**src/rtl/ysyx_22040895_lsu_pkg.sv**
```systemverilog
// ysyx_22040895_lsu_pkg
// Shared definitions for the load/store unit: FSM state encoding, lsuop
// field layout, access-size encoding and per-size helper functions.
// No ports; imported by ysyx_22040895_lsu and ysyx_22040895_lsu_align.
package ysyx_22040895_lsu_pkg;

    typedef enum logic [1:0] {
        ST_IDLE = 2'd0,
        ST_REQ  = 2'd1,
        ST_WAIT = 2'd2,
        ST_DONE = 2'd3
    } lsu_state_e;

    // lsuop[3] = store, lsuop[2] = unsigned load, lsuop[1:0] = size
    localparam int unsigned LSUOP_STORE_BIT    = 3;
    localparam int unsigned LSUOP_UNSIGNED_BIT = 2;

    typedef enum logic [1:0] {
        SZ_B = 2'b00,
        SZ_H = 2'b01,
        SZ_W = 2'b10,
        SZ_D = 2'b11
    } lsu_size_e;

    // Address offset bits that must be zero for a naturally aligned access.
    function automatic logic [2:0] size_align_bits(input lsu_size_e sz);
        case (sz)
            SZ_B:    return 3'b000;
            SZ_H:    return 3'b001;
            SZ_W:    return 3'b011;
            default: return 3'b111;
        endcase
    endfunction

    // Unshifted byte-enable pattern for an access size.
    function automatic logic [7:0] size_byte_mask(input lsu_size_e sz);
        case (sz)
            SZ_B:    return 8'h01;
            SZ_H:    return 8'h03;
            SZ_W:    return 8'h0F;
            default: return 8'hFF;
        endcase
    endfunction

endpackage

```
**src/rtl/ysyx_22040895_lsu_align.sv**
```systemverilog
// ysyx_22040895_lsu_align
// Combinational byte-lane logic for the LSU.
//   Store side: st_off_i/st_size_i/st_data_i -> st_data_o (lane-shifted data),
//               st_mask_o (byte enables).
//   Load side:  ld_off_i/ld_size_i/ld_unsigned_i/ld_rdata_i -> ld_data_o
//               (selected lane, sign- or zero-extended to XLEN).
module ysyx_22040895_lsu_align
    import ysyx_22040895_lsu_pkg::*;
#(
    parameter int unsigned XLEN = 64
) (
    input  logic [2:0]      st_off_i,
    input  lsu_size_e       st_size_i,
    input  logic [XLEN-1:0] st_data_i,
    output logic [XLEN-1:0] st_data_o,
    output logic [7:0]      st_mask_o,
    input  logic [2:0]      ld_off_i,
    input  lsu_size_e       ld_size_i,
    input  logic            ld_unsigned_i,
    input  logic [XLEN-1:0] ld_rdata_i,
    output logic [XLEN-1:0] ld_data_o
);

    logic [XLEN-1:0] ld_shifted;

    always_comb begin
        st_data_o  = st_data_i << {st_off_i, 3'b000};
        st_mask_o  = size_byte_mask(st_size_i) << st_off_i;

        // Bring the addressed lane down to bit 0, then extend from there.
        ld_shifted = ld_rdata_i >> {ld_off_i, 3'b000};
        case (ld_size_i)
            SZ_B: ld_data_o = ld_unsigned_i ? {{(XLEN-8){1'b0}}, ld_shifted[7:0]}
                                            : {{(XLEN-8){ld_shifted[7]}}, ld_shifted[7:0]};
            SZ_H: ld_data_o = ld_unsigned_i ? {{(XLEN-16){1'b0}}, ld_shifted[15:0]}
                                            : {{(XLEN-16){ld_shifted[15]}}, ld_shifted[15:0]};
            SZ_W: ld_data_o = ld_unsigned_i ? {{(XLEN-32){1'b0}}, ld_shifted[31:0]}
                                            : {{(XLEN-32){ld_shifted[31]}}, ld_shifted[31:0]};
            default: ld_data_o = ld_shifted;
        endcase
    end

endmodule

```
**src/rtl/ysyx_22040895_lsu.sv**
```systemverilog
// ysyx_22040895_lsu
// Load/store unit: accepts one EXU result at a time, either passes the ALU
// value through to writeback or performs a single memory load/store, and
// emits a one-cycle writeback pulse.
//   EXU side:  valid_i_lsu/ready_o_lsu handshake, memop_i_lsu, lsuop_i_lsu,
//              addr_i_lsu, wdata_i_lsu, rd_i_lsu.
//   Memory:    mem_req/we/addr/wdata/wmask out, mem_gnt/rvalid/rdata in.
//   Writeback: wb_valid/wen/rd/data out, misalign_o_lsu.
// Config macro: YSYX_22040895_MISALIGN_TRAP_EN -- when defined, misaligned
// H/W/D accesses retire immediately with misalign_o_lsu set and no memory
// request; when undefined, the address is aligned down to the access size.
module ysyx_22040895_lsu #(
    parameter int unsigned XLEN = 64
) (
    input  logic            clk,
    input  logic            rst,
    input  logic            valid_i_lsu,
    output logic            ready_o_lsu,
    input  logic            memop_i_lsu,
    input  logic [3:0]      lsuop_i_lsu,
    input  logic [XLEN-1:0] addr_i_lsu,
    input  logic [XLEN-1:0] wdata_i_lsu,
    input  logic [4:0]      rd_i_lsu,
    output logic            mem_req_o_lsu,
    output logic            mem_we_o_lsu,
    output logic [XLEN-1:0] mem_addr_o_lsu,
    output logic [XLEN-1:0] mem_wdata_o_lsu,
    output logic [7:0]      mem_wmask_o_lsu,
    input  logic            mem_gnt_i_lsu,
    input  logic            mem_rvalid_i_lsu,
    input  logic [XLEN-1:0] mem_rdata_i_lsu,
    output logic            wb_valid_o_lsu,
    output logic            wb_wen_o_lsu,
    output logic [4:0]      wb_rd_o_lsu,
    output logic [XLEN-1:0] wb_data_o_lsu,
    output logic            misalign_o_lsu
);
    import ysyx_22040895_lsu_pkg::*;

    lsu_state_e      state_q;
    logic            ready_q;
    logic            mem_req_q;
    logic            mem_we_q;
    logic [XLEN-1:0] mem_addr_q;
    logic [XLEN-1:0] mem_wdata_q;
    logic [7:0]      mem_wmask_q;
    logic            wb_valid_q;
    logic            wb_wen_q;
    logic [4:0]      wb_rd_q;
    logic [XLEN-1:0] wb_data_q;
    logic            misalign_q;

    // Latched load attributes used while waiting for read data.
    logic            is_store_q;
    logic [2:0]      ld_off_q;
    lsu_size_e       ld_size_q;
    logic            ld_unsigned_q;

    logic            accept;
    lsu_size_e       in_size;
    logic [2:0]      in_off;
    logic            in_misalign;
    logic [XLEN-1:0] st_data;
    logic [7:0]      st_mask;
    logic [XLEN-1:0] ld_data;

    always_comb begin
        accept  = valid_i_lsu & ready_q;
        in_size = lsu_size_e'(lsuop_i_lsu[1:0]);
        // Aligning down is harmless with trapping enabled: any access that
        // reaches memory there already has these bits clear.
        in_off  = addr_i_lsu[2:0] & ~size_align_bits(in_size);
`ifdef YSYX_22040895_MISALIGN_TRAP_EN
        in_misalign = |(addr_i_lsu[2:0] & size_align_bits(in_size));
`else
        in_misalign = 1'b0;
`endif
    end

    ysyx_22040895_lsu_align #(
        .XLEN(XLEN)
    ) u_align (
        .st_off_i      (in_off),
        .st_size_i     (in_size),
        .st_data_i     (wdata_i_lsu),
        .st_data_o     (st_data),
        .st_mask_o     (st_mask),
        .ld_off_i      (ld_off_q),
        .ld_size_i     (ld_size_q),
        .ld_unsigned_i (ld_unsigned_q),
        .ld_rdata_i    (mem_rdata_i_lsu),
        .ld_data_o     (ld_data)
    );

    always_ff @(posedge clk) begin
        if (rst) begin
            state_q       <= ST_IDLE;
            ready_q       <= 1'b0;
            mem_req_q     <= 1'b0;
            mem_we_q      <= 1'b0;
            mem_addr_q    <= '0;
            mem_wdata_q   <= '0;
            mem_wmask_q   <= '0;
            wb_valid_q    <= 1'b0;
            wb_wen_q      <= 1'b0;
            wb_rd_q       <= '0;
            wb_data_q     <= '0;
            misalign_q    <= 1'b0;
            is_store_q    <= 1'b0;
            ld_off_q      <= '0;
            ld_size_q     <= SZ_B;
            ld_unsigned_q <= 1'b0;
        end else begin
            case (state_q)
                ST_IDLE: begin
                    ready_q    <= 1'b1;
                    wb_valid_q <= 1'b0;
                    wb_wen_q   <= 1'b0;
                    misalign_q <= 1'b0;
                    if (accept) begin
                        ready_q <= 1'b0;
                        wb_rd_q <= rd_i_lsu;
                        if (!memop_i_lsu) begin
                            state_q    <= ST_DONE;
                            wb_valid_q <= 1'b1;
                            wb_wen_q   <= (rd_i_lsu != 5'd0);
                            wb_data_q  <= addr_i_lsu;
                        end else if (in_misalign) begin
                            state_q    <= ST_DONE;
                            wb_valid_q <= 1'b1;
                            wb_data_q  <= '0;
                            misalign_q <= 1'b1;
                        end else begin
                            state_q       <= ST_REQ;
                            mem_req_q     <= 1'b1;
                            mem_we_q      <= lsuop_i_lsu[LSUOP_STORE_BIT];
                            mem_addr_q    <= {addr_i_lsu[XLEN-1:3], 3'b000};
                            mem_wdata_q   <= lsuop_i_lsu[LSUOP_STORE_BIT] ? st_data : '0;
                            mem_wmask_q   <= lsuop_i_lsu[LSUOP_STORE_BIT] ? st_mask : '0;
                            is_store_q    <= lsuop_i_lsu[LSUOP_STORE_BIT];
                            ld_off_q      <= in_off;
                            ld_size_q     <= in_size;
                            ld_unsigned_q <= lsuop_i_lsu[LSUOP_UNSIGNED_BIT];
                        end
                    end
                end
                ST_REQ: begin
                    if (mem_gnt_i_lsu) begin
                        mem_req_q <= 1'b0;
                        if (is_store_q) begin
                            state_q    <= ST_DONE;
                            wb_valid_q <= 1'b1;
                            wb_data_q  <= '0;
                        end else begin
                            state_q <= ST_WAIT;
                        end
                    end
                end
                ST_WAIT: begin
                    if (mem_rvalid_i_lsu) begin
                        state_q    <= ST_DONE;
                        wb_valid_q <= 1'b1;
                        wb_wen_q   <= (wb_rd_q != 5'd0);
                        wb_data_q  <= ld_data;
                    end
                end
                default: begin
                    state_q    <= ST_IDLE;
                    ready_q    <= 1'b1;
                    wb_valid_q <= 1'b0;
                    wb_wen_q   <= 1'b0;
                    misalign_q <= 1'b0;
                end
            endcase
        end
    end

    assign ready_o_lsu     = ready_q;
    assign mem_req_o_lsu   = mem_req_q;
    assign mem_we_o_lsu    = mem_we_q;
    assign mem_addr_o_lsu  = mem_addr_q;
    assign mem_wdata_o_lsu = mem_wdata_q;
    assign mem_wmask_o_lsu = mem_wmask_q;
    assign wb_valid_o_lsu  = wb_valid_q;
    assign wb_wen_o_lsu    = wb_wen_q;
    assign wb_rd_o_lsu     = wb_rd_q;
    assign wb_data_o_lsu   = wb_data_q;
    assign misalign_o_lsu  = misalign_q;

endmodule

```
**config.mk**
```make
export PLATFORM = sky130hd
export DESIGN_NAME = ysyx_22040895_lsu
export DESIGN_NICKNAME = d
export VERILOG_FILES = /design/src/rtl/ysyx_22040895_lsu_pkg.sv /design/src/rtl/ysyx_22040895_lsu_align.sv /design/src/rtl/ysyx_22040895_lsu.sv
export SDC_FILE = /design/constraint.sdc
export NUM_CORES = 1
export LEC_CHECK = 0
export ABC_AREA = 1
export ABC_CLOCK_PERIOD_IN_PS = 2700
export BUFFER_PORTS_ARGS = -buffer_cell sky130_fd_sc_hd__buf_2
export CORE_MARGIN = 2
export CORE_UTILIZATION = 40
export DETAILED_ROUTE_END_ITERATION = 8
export GPL_TIMING_DRIVEN = 0
export PLACE_DENSITY_LB_ADDON = 0.1
export SLEW_MARGIN = 20
export SYNTH_ARGS = -nofsm -noshare
export SYNTH_HDL_FRONTEND = slang
export SYNTH_SLANG_ARGS = --single-unit
```
**constraint.sdc**
```tcl
create_clock -name clk -period 2.7 [get_ports clk]
set_clock_uncertainty 0.2 [all_clocks]
set_input_delay 0.54 -clock clk [delete_from_list [all_inputs] [get_ports clk]]
set_output_delay 0.54 -clock clk [all_outputs]
set_load 0.02 [all_outputs]
```
==> impl_results.md <==
* Status: finished clean
* Arr. time, crit path at 2.96 ns
* Largest net degree at the start of global routing at 14
* Drt first-iter violations at 1303
* Fill cells at 3135
* Seq/Total Area, Yosys at 35.7%
* Area contributors post-synth: dfxtp_1 36%, nand2_1 14%, o21ai_0 9.8%, a21oi_1 7.3%, nor2_1 5.5%
* # DRC at 0
* Setup CP Type: register to register
* RSZ-0062 raised after global routing: false
* Main flop type after synthesis: dfxtp_1
* CTS sink count at 215
* Finished Layout Cells at 2648
* Final Setup Violations at 0
* Area leader, netlist: dfxtp_1
* Initial Util at 40.7%
* Die Area at 31600 µm²
* Post-synth cell types at 45
* Yosys Warn Count at 0
* Die Wd at 178 µm
* FF+latch count, synth at 215
* Clk root buf: clkbuf_16
* Clock slew at reported path FFs at 0.06 ns
* Mean post-synth cell area at 6.73 µm²
* Row count at 63
* Initial antenna violation count at 5
* Post-DRT Antenna Nets at 0
* Max clock buf depth at 3
* Core Region at 29600 µm²
* Slew Limit Fails at 0
* Area occupied by registers at 4300 µm²
* Top-Level Pins at 418
* Max-cap violations at 0
* GRT Overall Usage at 34.0%
* CP Data Required Time at 3.00 ns
* Crit path max fanout at 10
* Setup TNS at 0 ns
* CTS tree: done
* VDD IR max at 495 µV
* Area added between synthesis and finish at 28.4%
* Post-synthesis instance area at 12100 µm²
* Post-synth ARST share at 0%
* Final hold violation count at 0
* Final min period at 2.67 ns
* EDFF count, synth at 0
* DP Cell Count at 2598
* Rel. slew slack at 40.3%
* Via density at 5.42
* Crit end category: register
* First-pass GRT wire length at 80900 µm
* Crit path to: wb_data_o_lsu[5]
* Cells after Synth at 1793
* RePlAce Congestion at 0.962
* TritonCTS Buffers at 26
* Fraction of layout cells with a size suffix above 1 at 28.1%
* Worst hold path type: primary input to register
* DP Wirelength at 45600 µm
* Top cells by count, synth: 450 x nand2_1, 237 x o21ai_0, 215 x dfxtp_1
* Top-area cell type share of the netlist area at 35.7%
* Fin crit share at 98.8%
* Most frequent cell after synthesis: nand2_1
* Area of the multi-input gates at 6700 µm²
* Clk_lat worst skew at 0.56 ns
* Post-CTS setup buffers at 0
* Vias in the first global route at 13.3k
* Lkg Pwr at 0.00734 µW
* Chip Height at 178 µm
* First drt pass iteration count at 5
* R2R Path Start: ld_off_q[0]
* FF-to-FF setup slack at 0.03 ns
* Routed Wire Length at 55900 µm
* Cell area power density at 840 nW/µm²
* Worst Tran Pin Value at 0.896 ns
* Htree depth at 1
* Hold path startpoint: rd_i_lsu[4]
* # port buffers at 412
* Mean routed wirelength per cell at 21.1 µm
* Reg-to-reg endpoint: wb_data_o_lsu[5]
* CP Launch Type: register
* Critical Path Source: ld_off_q[0]
* Max Clk Rate at 0.375 GHz
* DR vias at 14.3k
* Worst R2R Path Depth at 9
* Nets at 2447
* Total grt overflow at 0
timing repair:
item,4_1_cts,5_1_grt
resized for setup,0,8
endpoints found under the setup margin,0,14
hold buffers,0,0
layout make-up:
class | instances | area share [%]
Buffer | 149 | 5.20
Clock inverter | 13 | 0.808
Multi-Input combinational cell | 1362 | 43.2
Timing Repair Buffer | 412 | 13.3
Sequential cell | 215 | 27.8
Tap cell | 390 | 3.15
Antenna cell | 5 | 0.0808
Inverter | 70 | 1.74
Clock buffer | 32 | 4.67
cells by family after synthesis:
logic type / count (synthesis) / synth area share [%]
compound gates: 534 / 24.8
fa+ha+maj: 4 / 0.415
buf+inv: 219 / 8.88
flops: 215 / 35.7
mux: 9 / 0.747
other cells: 1 / 0.0311
simple gates: 811 / 29.5
metal layers:
metal  vias up  global-route usage [%]  wire length, µm
li1       6887                       -                -
met1      6708                    45.7            24300
met2       648                    52.6            24300
met3       104                    8.68             5290
met4         0                    12.0             2020
met5         -                       0                0
registers in the layout, summed over array words and instances, names as in the netlist:
| signal | flops |
|---|---|
| mem_wmask_o_lsu | 8 |
| mem_wdata_o_lsu | 64 |
| wb_wen_o_lsu | 1 |
| state_q | 2 |
| mem_addr_o_lsu | 61 |
| ready_o_lsu | 1 |
| ld_unsigned_q | 1 |
| ld_off_q | 3 |
| wb_valid_o_lsu | 1 |
| wb_data_o_lsu | 64 |
| wb_rd_o_lsu | 5 |
| is_store_q | 1 |
| mem_req_o_lsu | 1 |
| ld_size_q | 2 |
power breakdown:
group	switching [µW]	internal, µW
Combinational	3900	1710
Sequential	263	3650
Clock	1480	2010
worst max-delay path: stages, from the launching register on:
cell and delay, ns:
dfxtp_1 0.31, buf_6 0.13, inv_6 0.07, buf_12 0.13, buf_8 0.13, buf_2 0.27
nor2_1 0.06, o311ai_0 0.70, nand2_1 0.41, a21oi_1 0.21
placed cells by master, fill, tap and decap left out, types with 35 or more instances in the layout:
cell / count
buf_2: 448
nor2_1: 178
dfxtp_1: 215
nand2_1: 450
a21oi_1: 176
inv_1: 55
o21ai_0: 237
clkbuf_1: 72
nand3_1: 105
o211ai_1: 35
metrics by stage:
stage,setup slack [ns],util [%],hold WS (ns),cell area (µm²),power [µW]
after global placement,-0.268,49.3,0.255,14600,9430
after floorplan,0.782,-,0.258,12100,7540
final,0.0335,52.3,0.0249,15500,13000
after global routing,0.000712,52.3,0.0355,15500,13700
after CTS,0.0838,52.2,0.0171,15500,13000
after detailed placement,-0.339,49.3,0.255,14600,9480
worst min path at each step:
| stage | depth (start not counted) | end |
|---|---|---|
| finish | 3 | wb_rd_o_lsu[4] |
| global route | 3 | wb_rd_o_lsu[0] |
| CTS | 3 | wb_rd_o_lsu[4] |
| detailed placement | 2 | mem_wdata_o_lsu[26] |
| global placement | 2 | mem_wdata_o_lsu[23] |
| floorplan | 2 | ld_unsigned_q |
Power figures use the tool's default switching activity.
